## config.mk

```make
export PLATFORM = sky130hd
export DESIGN_NAME = osc_measure_sequencer
export DESIGN_NICKNAME = d
export VERILOG_FILES = /design/src/rtl/osc_measure_sequencer.sv
export SDC_FILE = /design/constraint.sdc
export NUM_CORES = 1
export LEC_CHECK = 0
export BUFFER_PORTS_ARGS = -buffer_cell sky130_fd_sc_hd__buf_2
export CORE_MARGIN = 1.5
export CORE_UTILIZATION = 45
export CTS_CLUSTER_SIZE = 12
export DETAILED_ROUTE_END_ITERATION = 16
export PLACE_DENSITY = 0.71
export SLEW_MARGIN = 20
export SYNTH_ARGS = -nofsm -noshare
export SYNTH_HDL_FRONTEND = slang
export SYNTH_SLANG_ARGS = --single-unit
```

## constraint.sdc

```tcl
create_clock -name OPB_CLK -period 8.3 [get_ports OPB_CLK]
set_input_delay 1.245 -clock OPB_CLK [delete_from_list [all_inputs] [get_ports OPB_CLK]]
set_output_delay 1.245 -clock OPB_CLK [all_outputs]
set_load 0.005 [all_outputs]
```

## src/rtl/osc_measure_sequencer.sv

```systemverilog
// OPB bus-master sequencer for one oscillator-frequency measurement:
// load divider, clear, start, poll, read count, then judge against limits.
module osc_measure_sequencer #(
  parameter logic [23:0] TIMEOUT_CYCLES = 24'd4000000
) (
  input  logic        OPB_CLK,
  input  logic        OPB_RST,
  output logic [1:0]  OPB_ADDR,
  output logic [31:0] OPB_WDATA,
  input  logic [31:0] OPB_RDATA,
  output logic        OPB_RE,
  output logic        OPB_WE,
  input  logic        MEAS_START,
  input  logic        MEAS_ABORT,
  input  logic [15:0] MEAS_DIV,
  input  logic [15:0] LIMIT_LO,
  input  logic [15:0] LIMIT_HI,
  output logic        MEAS_BUSY,
  output logic        MEAS_DONE,
  output logic [15:0] MEAS_COUNT,
  output logic        MEAS_PASS,
  output logic        MEAS_FAIL,
  output logic        MEAS_TIMEOUT
);

  typedef enum logic [3:0] {
    IDLE, WR_DIV, WR_CLR, POLL_CLR, WR_GO,
    POLL_RUN, RD_CNT, CHECK, DONE, ABORT_CLR
  } state_t;

  state_t      state;
  logic [15:0] lo_q;
  logic [15:0] hi_q;
  logic [15:0] rd_q;
  logic [23:0] tmo_cnt;
  logic        rej_q;
  logic        tmo_hit;

  logic acc;
  logic tmo_exp;
  logic in_rng;
  logic unused_rdata;

  // acc: an access is on the bus this cycle, so the next one must idle
  assign acc     = OPB_RE | OPB_WE;
  assign tmo_exp = (tmo_cnt == TIMEOUT_CYCLES);
  assign in_rng  = (rd_q >= lo_q) && (rd_q <= hi_q);
  assign unused_rdata = ^OPB_RDATA[31:16];

  always_ff @(posedge OPB_CLK or posedge OPB_RST) begin
    if (OPB_RST) begin
      state        <= IDLE;
      OPB_ADDR     <= '0;
      OPB_WDATA    <= '0;
      OPB_RE       <= 1'b0;
      OPB_WE       <= 1'b0;
      MEAS_BUSY    <= 1'b0;
      MEAS_DONE    <= 1'b0;
      MEAS_COUNT   <= '0;
      MEAS_PASS    <= 1'b0;
      MEAS_FAIL    <= 1'b0;
      MEAS_TIMEOUT <= 1'b0;
      lo_q         <= '0;
      hi_q         <= '0;
      rd_q         <= '0;
      tmo_cnt      <= '0;
      rej_q        <= 1'b0;
      tmo_hit      <= 1'b0;
    end else begin
      OPB_RE    <= 1'b0;
      OPB_WE    <= 1'b0;
      OPB_ADDR  <= 2'd0;
      OPB_WDATA <= 32'h0;
      MEAS_DONE <= 1'b0;
      if (state != IDLE && state != ABORT_CLR && MEAS_ABORT) begin
        state   <= ABORT_CLR;
        tmo_hit <= 1'b0;
        if (!acc) begin
          OPB_WE    <= 1'b1;
          OPB_WDATA <= 32'h2;
        end
      end else begin
        case (state)
          IDLE: begin
            if (MEAS_START && !MEAS_ABORT) begin
              lo_q         <= LIMIT_LO;
              hi_q         <= LIMIT_HI;
              MEAS_PASS    <= 1'b0;
              MEAS_FAIL    <= 1'b0;
              MEAS_TIMEOUT <= 1'b0;
              MEAS_BUSY    <= 1'b1;
              tmo_hit      <= 1'b0;
              rej_q        <= (MEAS_DIV == 16'd0);
              if (MEAS_DIV == 16'd0) begin
                state <= CHECK;
              end else begin
                state     <= WR_DIV;
                OPB_WE    <= 1'b1;
                OPB_ADDR  <= 2'd1;
                OPB_WDATA <= {16'h0, MEAS_DIV};
              end
            end
          end
          WR_DIV: state <= WR_CLR;
          WR_CLR: begin
            if (acc) begin
              state   <= POLL_CLR;
              tmo_cnt <= '0;
            end else begin
              OPB_WE    <= 1'b1;
              OPB_WDATA <= 32'h2;
            end
          end
          POLL_CLR: begin
            tmo_cnt <= tmo_cnt + 24'd1;
            if (tmo_exp) begin
              state   <= ABORT_CLR;
              tmo_hit <= 1'b1;
              if (!acc) begin
                OPB_WE    <= 1'b1;
                OPB_WDATA <= 32'h2;
              end
            end else if (acc) begin
              if (!OPB_RDATA[1]) state <= WR_GO;
            end else begin
              OPB_RE <= 1'b1;
            end
          end
          WR_GO: begin
            if (acc) begin
              state   <= POLL_RUN;
              tmo_cnt <= '0;
            end else begin
              OPB_WE    <= 1'b1;
              OPB_WDATA <= 32'h1;
            end
          end
          POLL_RUN: begin
            tmo_cnt <= tmo_cnt + 24'd1;
            if (tmo_exp) begin
              state   <= ABORT_CLR;
              tmo_hit <= 1'b1;
              if (!acc) begin
                OPB_WE    <= 1'b1;
                OPB_WDATA <= 32'h2;
              end
            end else if (acc) begin
              if (!OPB_RDATA[2]) state <= RD_CNT;
            end else begin
              OPB_RE <= 1'b1;
            end
          end
          RD_CNT: begin
            if (acc) begin
              rd_q  <= OPB_RDATA[15:0];
              state <= CHECK;
            end else begin
              OPB_RE   <= 1'b1;
              OPB_ADDR <= 2'd2;
            end
          end
          CHECK: begin
            MEAS_DONE <= 1'b1;
            state     <= DONE;
            if (tmo_hit) begin
              MEAS_TIMEOUT <= 1'b1;
              MEAS_FAIL    <= 1'b1;
              MEAS_COUNT   <= '0;
            end else if (rej_q) begin
              MEAS_FAIL  <= 1'b1;
              MEAS_COUNT <= '0;
            end else begin
              MEAS_COUNT <= rd_q;
              MEAS_PASS  <= in_rng;
              MEAS_FAIL  <= !in_rng;
            end
          end
          DONE: begin
            state     <= IDLE;
            MEAS_BUSY <= 1'b0;
          end
          ABORT_CLR: begin
            if (acc) begin
              if (tmo_hit) begin
                state <= CHECK;
              end else begin
                state     <= IDLE;
                MEAS_BUSY <= 1'b0;
              end
            end else begin
              OPB_WE    <= 1'b1;
              OPB_WDATA <= 32'h2;
            end
          end
          default: begin
            state     <= IDLE;
            MEAS_BUSY <= 1'b0;
          end
        endcase
      end
    end
  end

endmodule
```

# Word-level counts from Yosys, hierarchy flattened
# Cells that the tools add are included.
[totals] out_inout_bits=57 word_cells=135 input_bits=84 regBits=135
[op_classes] eq_ne=27 add_sub_neg=1 n_reduce_logical=27 mux=58 n_bitwise=3 n_lt_le_gt_ge=2
[ops] operator="$mux 16" n=5
[ops] operator="$pmux 16 s4" n=1
[ops] operator="$mux 4" n=12
[ops] operator="$pmux 24 s2" n=1
[ops] operator="$pmux 4 s9" n=1
[ops] operator="$add 24x1->24 const B" n=1
[ops] operator="$eq 24x22->1 const B" n=1
[ops] operator="$mux 24" n=1
[ops] operator="$mux 1" n=23
[ops] operator="$ne 4x4->1 const B" n=5
[ops] operator="$eq 4x3->1 const B" n=4
[ops] operator="$ge 16x16->1" n=1
[ops] operator="$le 16x16->1" n=1
[ops] operator="$logic_not 16->1" n=1
[ops] operator="$ne 3x3->1 const B" n=5
[ops] operator="$reduce_and 3->1" n=5
[ops] operator="$ne 2x2->1 const B" n=6
[ops] operator="$pmux 1 s2" n=5
[ops] operator="$reduce_and 5->1" n=2
[ops] operator="$reduce_and 9->1" n=1
[ops] operator="$eq 4x2->1 const B" n=2
[ops] operator="$mux 2" n=4
[ops] operator="$reduce_or 7->1" n=1
[ops] operator="$mux 3" n=2
[ops] operator="18 further kinds" n=27

# Logic depth before layout (Yosys ltp)
[logic_depth] depth_word=6 ltp_mapped=8 mapped_depth_nobuf=8

# Least setup slack after synthesis
# No wires, ideal clock.
[synth_timing] path_type="input to register" from="input port MEAS_ABORT" to="register rd_q[15]" path_stages=5 arrival_time_ns=2.486 slack_ns=5.689 t_required_ns=8.175 setup_ns=0.125 n_path_buf=1 path_cell_list="nor2_1 > nand3_1 > nor2_1 > buf_2 > mux2_2"
[synth_between] elab_chain_cells=3
[synth_rtl] element="start, declared" line="14" text="input logic MEAS_ABORT,"
[synth_rtl] element="$logic_and 1x1->1" line="75" text="if (state != IDLE && state != ABORT_CLR && MEAS_ABORT) begin"
[synth_rtl] element="$not 1->1 (no source line)"
[synth_rtl] element="$reduce_and 3->1 (no source line)"
[synth_rtl] element="end signal, assigned" line="155" text="rd_q <= OPB_RDATA[15:0];"
[synth_rtl] element="end, declared" line="34" text="logic [15:0] rd_q;"
# No other way between the ends.
# A chain may end at the register's enable or synchronous reset.

# Worst setup path in the final report
[layout_timing] from="input port MEAS_ABORT" to="register MEAS_TIMEOUT"
[layout_between] elab_chain_cells=4 elab_cells_between_ends=6 classes_between="1 x eq/ne; 1 x bitwise; 4 x reduce/logical"
[layout_rtl] element="$logic_not 1->1" line="85" text="if (MEAS_START && !MEAS_ABORT) begin"
[layout_rtl] element="$logic_and 1x1->1" line="85"
[layout_rtl] element="$ne 2x2->1 (no source line)"
[layout_rtl] element="$reduce_and 4->1 (no source line) *"
[layout_rtl] element="end signal, assigned" line="62" text="MEAS_TIMEOUT <= 1'b0;"
[layout_rtl] element="end signal, assigned" line="90" text="MEAS_TIMEOUT <= 1'b0;"
[layout_rtl] element="end signal, assigned" line="166" text="MEAS_TIMEOUT <= 1'b1;"
[layout_rtl] element="end, declared" line="23" text="output logic MEAS_TIMEOUT"
# Every way passes the cells marked *; elsewhere a longest branch is shown, timed or not.

==> results.md <==
* Wire length per cell at 15.1 um
* CP max stage cell: clkinv_1
* Leakage at 3.78 nW
* DRC errors left at 0
* Worst slew margin at 43.1%
* Total congestion overflow at 0
* Status: finished, final reports clean
* Worst setup EP type: flop
* Critical path class: input port to flop
* Post-route setup TNS at 0 ns
* Clk buf depth at 2
* Drt pass-1 iters at 4
* Clk sinks at 119
* Min cycle time layout at 3.03 ns
* R2R cell count at 7
* Fmax at 330 MHz
* Max-Cap Viols at 0
* Standard-cell rows at 42
* Post-route ant nets at 0
* Port bufs at 108
* Mapped Area at 6050 sq um
* Worst-Margin Slew at 0.853 ns
* Crit-path max FO at 19
* Peak VDD IR at 0.000117 V
* DR vias at 5037
* Post-Syn Area per Cell at 9.42 sq um
* Yosys warns at 0
* GP Congestion at 0.891
* Post-DP HPWL at 10200 um
* Area Overhead vs Synth at 20.7%
* Filler instances at 1166
* Post-CTS setup buffers at 0
* DR vias/cell at 5.38
* Synth async-reset ratio at 100%
* Delay-heaviest family, CP: buffers and inverters
* Later-pin clock latency in the skew report at 0.42 ns
* CORE AREA at 13200 sq um
* Req. time, crit path at 8.56 ns
* Startpoint Class: input port
* Number of global-route vias before repair at 4815
* DIE AREA at 14100 sq um
* Share of cells above drive strength 1 at 22.0%
* Final Hold Vio Count at 0
* Fin. max-slew vios at 0
* RSZ-0062 raised after global routing: false
* Sequential share of the synthesized area at 49.2%
* Fin crit share at 36.5%
* Clk_skew at 0.0129 ns
* DR iter-0 viols at 372
* GRT Resource Usage Total at 21.0%
* CTS resizes at 0
* Register bit count reported by yosys at 119
* EDFF count, synth at 0
* Hold-fix buffers, CTS at 0
* First-pass GRT wire length at 23500 um
* CTS Root Buffer Type: clkbuf_16
* Yosys cell types at 53
* Hold Path Class: flop to flop
* Worst path cell trace: buf_2, or3_1, clkinv_1, a21oi_1, nor2_1
* Initial antenna violation count at 2
* Buf/Inv on CP at 2
* Cell count after synthesis at 642
* Final WS setup at 5.27 ns
* Total CTS buffers at 17
* Starting Density at 45.9%
* CP arrival at 3.29 ns
* Clock slew at the register clock pins of the worst setup and hold paths at 0.05 ns
* # IOs at 141
* Die width at 119 um
* Die Span Y at 119 um
* Detailed-route wire length at 14100 um
* Hold path depth at 2
* Multi-input gate area at 2770 sq um
* Slowest stage delay, CP at 0.76 ns
* Worst path depth at 5
* PwrDens at 279 nW/um^2
* Top_reg_cell synth: dfrtp_1
* DP Worst Slack at 4.83 ns
* Pin count of the biggest net entering global routing at 70
* # nets final at 863
* Final setup violation count at 0
* CTS tree: built
* R2R Setup Slk at 5.43 ns
* Seq. cell area at 2980 sq um
* Depth of the CTS H-tree at 4
==> kinds of logic after synthesis <==
group	Yosys count	share of synthesized area, %
other	1	0.0620
multiplexers	16	2.98
adder cells (fa/ha/maj)	34	7.03
buffers and inverters	80	6.02
XOR/XNOR	17	2.59
flip-flops	119	49.2
AND/OR/NAND/NOR	258	20.3
AO/OA/AOI/OAI	117	11.8
==> synthesized netlist by cell type (4+ instances only) <==
cell	n	area, sq um
nor4_1	8	50.1
o21ai_0	53	265
nand2_1	99	372
xor2_1	14	123
ha_1	34	425
nor2_1	46	173
nor2b_1	8	50.1
or2_2	4	25.0
or3_1	5	31.3
nand2b_1	5	31.3
clkbuf_1	24	90.1
a21oi_1	21	105
nor3_1	6	30.0
nand3_1	37	185
inv_1	36	135
a31oi_1	4	25.0
and3_1	18	113
buf_4	16	120
a21o_1	5	37.5
nand4_1	11	68.8
dfrtp_1	119	2980
mux2_2	16	180
a22oi_1	4	30.0
==> registers in the layout (all words and copies together), names as in the netlist <==
name and cells:
MEAS_PASS 1, rej_q 1, MEAS_DONE 1, rd_q 16
hi_q 16, OPB_WE 1, OPB_ADDR 2, MEAS_TIMEOUT 1
MEAS_BUSY 1, lo_q 16, MEAS_FAIL 1, MEAS_COUNT 16
OPB_WDATA 16, tmo_hit 1, tmo_cnt 24, state 4
OPB_RE 1
==> where the power goes <==
| group | switching, mW | internal, mW | leakage [nW] |
|---|---|---|---|
| registers | 0.0750 | 0.692 | 1.59 |
| logic | 0.300 | 0.202 | 1.89 |
| clock network | 0.249 | 0.516 | 0.301 |
| total | 0.625 | 1.41 | 3.78 |
==> worst paths after layout <==
path / from / endpoint
max: MEAS_ABORT / MEAS_TIMEOUT
min: MEAS_COUNT[5] / MEAS_COUNT[5]
max reg2reg: state[1] / OPB_WE
min reg2reg: MEAS_COUNT[5] / MEAS_COUNT[5]
max in group asynchronous: OPB_RST / lo_q[2]
min in group asynchronous: OPB_RST / MEAS_COUNT[6]
==> worst reg2reg max path, cell delays in order, from the launching register on <==
cell and delay [ns]:
dfrtp_1 0.61, nor2_1 0.45, nand2_1 0.20, nor2_4 0.53, buf_4 0.49, and2_1 0.27
or2_2 0.13, o31a_1 0.13
==> cell type report <==
cell class / count / area share, %
sequential: 119 / 40.8
multi-input combinational: 458 / 38.0
timing repair buffer: 112 / 7.81
clock buffer: 23 / 6.41
tap: 176 / 3.02
clock inverter: 9 / 2.02
inverter: 37 / 1.94
antenna: 2 / 0.0685
==> placed cells by master, fill, tap and decap left out, types with 17 or more instances in the layout <==
cell type / netlist / layout
dfrtp_1: 119 / 119
buf_2: 3 / 108
nand2_1: 99 / 99
o21ai_0: 53 / 53
nor2_1: 46 / 45
nand3_1: 37 / 37
inv_1: 36 / 35
ha_1: 34 / 34
a21oi_1: 21 / 21
and3_1: 18 / 18
clkbuf_16: 0 / 17
==> metrics by stage <==
stage                     instances  hold slack, ns  total power, mW  area [sq um]  utilization (%)
final                           936           0.462             2.04          7300             55.4
after global routing            934           0.495             2.16          7300             55.3
after CTS                       934           0.464             2.04          7300             55.3
after detailed placement        902           0.452             1.27          6680             50.7
after global placement          902           0.445             1.26          6680             50.7
after floorplan                 657           0.452             1.14          6110                -
==> per-layer routing <==
| metal | wire [um] | track usage, % | share of wire [%] | vias up |
|---|---|---|---|---|
| met5 | 0 | 0 | 0 | - |
| met4 | 224 | 7.76 | 1.6 | 0 |
| met3 | 991 | 6.37 | 7.0 | 21 |
| met2 | 6760 | 33.5 | 48 | 163 |
| met1 | 6170 | 27.1 | 44 | 2453 |
| li1 | - | - | - | 2400 |
Power figures use the tool's default switching activity.
